### config.mk
export PLATFORM = sky130hd
export DESIGN_NAME = fifo_ctrl
export DESIGN_NICKNAME = d
export VERILOG_FILES = /design/src/rtl/fifo_ctrl.sv
export SDC_FILE = /design/constraint.sdc
export NUM_CORES = 1
export LEC_CHECK = 0
export BUFFER_PORTS_ARGS = -buffer_cell sky130_fd_sc_hd__clkbuf_2
export CORE_MARGIN = 3
export CORE_UTILIZATION = 49
export CTS_CLUSTER_DIAMETER = 120
export DETAILED_ROUTE_END_ITERATION = 16
export PLACE_DENSITY = 0.82
export RECOVER_POWER = 100
export SYNTH_ARGS = -nofsm -noshare
export SYNTH_HDL_FRONTEND = slang
export SYNTH_SLANG_ARGS = --single-unit
export TNS_END_PERCENT = 5
### constraint.sdc
create_clock -name clk -period 5.4 [get_ports clk]
set_input_delay 0.27 -clock clk [delete_from_list [all_inputs] [get_ports clk]]
set_output_delay 0.27 -clock clk [all_outputs]
set_load 0.01 [all_outputs]
### src/rtl/fifo_ctrl.sv
// Pointer/flag controller for a 2**ADDR_W-entry sample FIFO with wrap-bit pointers.
// Optional sticky overflow/underflow flags are built only when FIFO_ERR_FLAGS_EN is defined.
module fifo_ctrl #(
    parameter int ADDR_W   = 4,
    parameter int AF_LEVEL = 12,
    parameter int AE_LEVEL = 2
) (
    input  logic              clk,
    input  logic              rst,
    input  logic              wr_req,
    input  logic              rd_req,
    input  logic              err_clr,
    output logic              fifo_we,
    output logic [ADDR_W:0]   wptr,
    output logic [ADDR_W:0]   rptr,
    output logic              rd_ack,
    output logic              full,
    output logic              empty,
    output logic              almost_full,
    output logic              almost_empty,
    output logic [ADDR_W:0]   count,
    output logic              overflow,
    output logic              underflow
);

    localparam int              PW      = ADDR_W + 1;
    localparam logic [PW-1:0]   AF_THR  = PW'(AF_LEVEL);
    localparam logic [PW-1:0]   AE_THR  = PW'(AE_LEVEL);
    localparam logic [PW-1:0]   PTR_ONE = PW'(1);

    logic [PW-1:0] wptr_q;
    logic [PW-1:0] wptr_d;
    logic [PW-1:0] rptr_q;
    logic [PW-1:0] rptr_d;
    logic [PW-1:0] count_s;
    logic          full_s;
    logic          empty_s;
    logic          fifo_we_s;
    logic          rd_ack_s;

    // Occupancy status and request acceptance, all from the current pointers.
    always_comb begin
        count_s   = wptr_q - rptr_q;
        empty_s   = (wptr_q == rptr_q);
        full_s    = (wptr_q[ADDR_W] != rptr_q[ADDR_W]) &&
                    (wptr_q[ADDR_W-1:0] == rptr_q[ADDR_W-1:0]);
        fifo_we_s = wr_req & ~full_s;
        rd_ack_s  = rd_req & ~empty_s;
    end

    // Pointer advance; rejected requests leave the pointers untouched.
    always_comb begin
        wptr_d = wptr_q;
        rptr_d = rptr_q;
        if (fifo_we_s) begin
            wptr_d = wptr_q + PTR_ONE;
        end else begin
            wptr_d = wptr_q;
        end
        if (rd_ack_s) begin
            rptr_d = rptr_q + PTR_ONE;
        end else begin
            rptr_d = rptr_q;
        end
    end

    // Pointer registers.
    always_ff @(posedge clk or posedge rst) begin
        if (rst) begin
            wptr_q <= {PW{1'b0}};
            rptr_q <= {PW{1'b0}};
        end else begin
            wptr_q <= wptr_d;
            rptr_q <= rptr_d;
        end
    end

`ifdef FIFO_ERR_FLAGS_EN
    logic overflow_q;
    logic overflow_d;
    logic underflow_q;
    logic underflow_d;

    // Sticky error flags: a new error event takes priority over err_clr.
    always_comb begin
        overflow_d  = overflow_q;
        underflow_d = underflow_q;
        if (wr_req & full_s) begin
            overflow_d = 1'b1;
        end else if (err_clr) begin
            overflow_d = 1'b0;
        end else begin
            overflow_d = overflow_q;
        end
        if (rd_req & empty_s) begin
            underflow_d = 1'b1;
        end else if (err_clr) begin
            underflow_d = 1'b0;
        end else begin
            underflow_d = underflow_q;
        end
    end

    // Error flag registers.
    always_ff @(posedge clk or posedge rst) begin
        if (rst) begin
            overflow_q  <= 1'b0;
            underflow_q <= 1'b0;
        end else begin
            overflow_q  <= overflow_d;
            underflow_q <= underflow_d;
        end
    end

    assign overflow  = overflow_q;
    assign underflow = underflow_q;
`else
    logic unused_err_clr_s;

    assign unused_err_clr_s = err_clr;
    assign overflow         = 1'b0;
    assign underflow        = 1'b0;
`endif

    assign fifo_we      = fifo_we_s;
    assign rd_ack       = rd_ack_s;
    assign wptr         = wptr_q;
    assign rptr         = rptr_q;
    assign full         = full_s;
    assign empty        = empty_s;
    assign count        = count_s;
    assign almost_full  = (count_s >= AF_THR);
    assign almost_empty = (count_s <= AE_THR);

endmodule

; Yosys cells after proc, flatten, opt, wreduce, memory -nomap -nowiden
; Cells that the tools add are included.
[word_totals]
register_bits = 10
out_inout_bits = 23
[classes]
n_addsub = 3
n_lt_le_gt_ge = 2
eq_ne = 3
bitwise = 4
n_reduce_logical = 1
[op_table]
columns = operator, count
row1 = $add 5x1->5 const B, 2
row2 = $eq 5x5->1, 1
row3 = $ge 5x4->1 const B, 1
row4 = $le 5x2->1 const B, 1
row5 = $sub 5x5->5, 1
row6 = $eq 4x4->1, 1
row7 = $and 1x1->1, 2
row8 = $not 1->1, 2
row9 = $logic_and 1x1->1, 1
row10 = $ne 1x1->1, 1

; Depth between registers and ports, before layout
[logic_depth]
word_depth = 4
mapped_depth = 7
ltp_nobuf = 7

; Least setup slack after synthesis
; OpenSTA, ideal clock, no wires.
[synth_timing]
kind = reg2out
start = register wptr_q[0], in the netlist wptr[0]
end = output port almost_empty
arrival_time_ps = 2007
required_time_ps = 5130
path_slack_ps = 3123
path_stages_with_launch = 8
path_cell_list = dfrtp_1 inv_1 ha_1 fa_1 nand2b_1 a21oi_1 xnor2_1 a2111oi_2
[synth_via]
elab_chain_len = 2
[synth_rtl]
columns = item, line
row1 = from (decl), 31  ; logic [PW-1:0] wptr_q;
row2 = from (signal assigned), 70  ; wptr_q <= {PW{1'b0}};
row3 = from (signal assigned), 73  ; wptr_q <= wptr_d;
row4 = $sub 5x5->5, 43  ; count_s = wptr_q - rptr_q;
row5 = net count[4], 21  ; output logic [ADDR_W:0] count,
row6 = $le 5x2->1, 133  ; assign almost_empty = (count_s <= AE_THR);
row7 = to (decl), 20  ; output logic almost_empty,
; The timed path passes the listed nets, and every way through them passes these cells.

; Worst setup path after layout
[layout_timing]
start = register wptr_q[0], in the netlist wptr[0]
end = output port almost_empty
[layout_via]
elab_chain_len = 2
[layout_rtl]
columns = item, line
row1 = $sub 5x5->5, 43
row2 = $le 5x2->1, 133
; Every way passes these cells.

==> impl_metrics.json <==
{
  "grt_pass1_vias": 554,
  "cts_hold_buf": 1,
  "fin_tns_setup_ns": 0,
  "crit_required_ns": 5.13,
  "core_region_area_sq_um": 1190,
  "start_kind": "flop",
  "hold_viol_final": 0,
  "cp-end-kind": "output pin",
  "arrival_ns": 2.49,
  "hpwl_um": 1080,
  "path_buf_inv": 2,
  "syn_avg_cell_area_sq_um": 9.49,
  "dieArea_sq_um": 1830,
  "vias_per_cell": 5.07,
  "netlist_area_sq_um": 664,
  "status": "completed",
  "r2r_setup_slack_ns": 3.38,
  "path_delay_family": "adder cells",
  "nNetsFinal": 111,
  "synth_area_leaders": "dfrtp_1 (38%), ha_1 (11%), xnor2_1 (9.2%)",
  "cts_buffers": 3,
  "synthCells": 70,
  "fmax_mhz": 363,
  "cp_slowest_stage_delay_ns": 0.47,
  "fin_crit_sh_pct": 51.1,
  "cp-startpoint": "wptr[0]$_DFFE_PP0P_",
  "initialDrtViolationCount": 9,
  "clockBufferDepth": 2,
  "yosys.area.top_type_share_pct": 37.7,
  "firstDrtPassIters": 4,
  "min_period_ns": 2.76,
  "synth_cell_types": 20,
  "antenna_found_initial": 0,
  "worstMarginPinSlew_ns": 0.494,
  "critical_path_class": "flop to output pin",
  "syn2layout_area_growth_pct": 19.2,
  "htree_levels": 1,
  "ys.flop_type": "dfrtp_1",
  "start_util_pct": 56.0,
  "rsz0062_at_grt": "false",
  "cts_tree": "yes",
  "slew_headroom_pct": 66.7,
  "grt_max_degree": 11,
  "diodes": 0,
  "path_max_fanout": 5,
  "synth_edf_count": 0,
  "vias": 563,
  "drc_errors": 0,
  "cts.sinks": 10,
  "endpoint": "almost_empty",
  "crit_path_cell_trace": "inv_1 -> ha_1 -> fa_1 -> nand2b_1 -> a21oi_1 -> xnor2_1 -> a2111oi_0 -> clkbuf_2",
  "postCtsSetupBuffers": 0,
  "num_rows": 12,
  "die_h_um": 42.8,
  "ctsResizeCount": 0,
  "wl_um": 1330,
  "final-setup-viol-count": 0,
  "slew_violations": 0,
  "pre_cts_ws_ns": 3.02,
  "ant_nets": 0,
  "layout_setup_ws_ns": 2.64,
  "cp_slowest_cell": "a2111oi_0",
  "synth_top_cell_by_area": "dfrtp_1",
  "regToRegStartpoint": "wptr[2]$_DFFE_PP0P_",
  "io_pins": 28,
  "timing.rr.end": "wptr[1]$_DFFE_PP0P_",
  "insertion_delay_ns": 0.26,
  "ys_ff_latch": 10,
  "yosys_warnings": 0,
  "place.gp.congestion": 0.717,
  "drive_gt1_share_pct": 8.25,
  "cap_viol_max_count": 0,
  "synthArstFlopShare_pct": 100,
  "cp.depth": 8,
  "synth_common_cells": "dfrtp_1 (10), inv_1 (10), nor2_1 (8)",
  "fillCellCount": 108,
  "clk_pin_slew_ns": 0.06,
  "holdCritPathClass": "primary input to flop",
  "chipWidth_um": 42.8,
  "fin_skew_ns": 0.00130,
  "detail_route.wl_per_cell_um": 12.0,
  "grt_pass1_wl_um": 2300,
  "cts-root-buf": "clkbuf_4",
  "synth_seq_area_share_pct": 37.7,
  "grt_use_total_pct": 16.6,
  "reg2regPathDepth": 4,
  "grt-ovfl-total": 0,
  "io_buffer_count": 24
}
through the flow:
stage	hold WS (ns)	cells	util (%)	area, sq um
finish	0.379	111	66.8	792
floorplan	0.110	71	-	668
global route	0.413	111	66.8	792
detailed placement	0.264	107	66.7	791
global placement	0.244	107	66.7	791
CTS	0.383	111	69.4	823
per-layer routing:
layer / routed length, um / vias up / GRT usage [%]
met2: 610 / 21 / 26.9
met5: 0 / - / 0
met1: 597 / 264 / 20.7
met4: 23 / 0 / 7.45
met3: 102 / 4 / 3.81
li1: - / 274 / -
flip-flops by register name, indices dropped and copies added, names as in the netlist:
signal / flops
rptr: 5
wptr: 5
cells in the final DEF, fill, tap and decap left out:
cell / netlist / layout
o21ai_0: 3 / 3
nand4_1: 1 / 1
nand2b_1: 1 / 1
nor4_1: 1 / 1
nand3_1: 2 / 2
a21oi_1: 2 / 2
ha_1: 6 / 6
xor2_1: 6 / 6
a2111oi_0: 0 / 1
clkbuf_1: 0 / 20
conb_1: 1 / 2
a21o_1: 1 / 1
mux2_1: 0 / 1
mux2_2: 2 / 1
xnor2_1: 7 / 7
inv_1: 10 / 10
clkbuf_4: 0 / 3
nor3_1: 1 / 1
clkbuf_2: 0 / 4
nand2_1: 4 / 4
fa_1: 1 / 1
nor2_1: 8 / 8
dfrtp_1: 10 / 10
dlygate4sd3_1: 0 / 1
how the worst min path moves through the flow:
stage / startpoint / endpoint / slack (ns) / cells after the start
6_report: rd_req / rptr[2]$_DFFE_PP0P_ / 0.38 / 4
2_1_floorplan: rst / rptr[0]$_DFFE_PP0P_ / 0.11 / 1
3_3_place_gp: rst / rptr[3]$_DFFE_PP0P_ / 0.24 / 2
3_5_place_dp: rst / rptr[4]$_DFFE_PP0P_ / 0.26 / 2
4_1_cts: wr_req / wptr[2]$_DFFE_PP0P_ / 0.38 / 4
5_1_grt: rd_req / rptr[2]$_DFFE_PP0P_ / 0.41 / 4
logic make-up (layout without fill, tap and decap cells):
| logic type | after synthesis | in the layout | share of synthesized area (%) |
|---|---|---|---|
| mux | 2 | 2 | 3.39 |
| other cells | 1 | 2 | 0.564 |
| simple gates | 18 | 18 | 11.9 |
| compound gates | 7 | 7 | 7.16 |
| fa+ha+maj | 7 | 7 | 14.3 |
| xor+xnor | 13 | 13 | 17.1 |
| buf+inv | 12 | 38 | 7.91 |
| flops | 10 | 10 | 37.7 |
worst register-to-register path: cells and delay by family (launching register included):
kind / cells / cell delay, ns
AND/OR/NAND/NOR: 1 / 0.21
multiplexers: 1 / 0.39
adder cells (fa/ha/maj): 1 / 0.41
AO/OA/AOI/OAI: 1 / 0.47
flip-flops: 1 / 0.44
layout make-up:
cell class	instances	area (sq um)	share of cell area, %
multi-input cells	49	359	45.3
repair buffers	25	105	13.3
well taps	14	17.5	2.21
flip-flops and latches	10	250	31.6
clock buffers	3	22.5	2.84
inverters	10	37.5	4.74
Power is not shown: default switching activity piles up to over one toggle a cycle in this logic, so the estimate is an artifact.
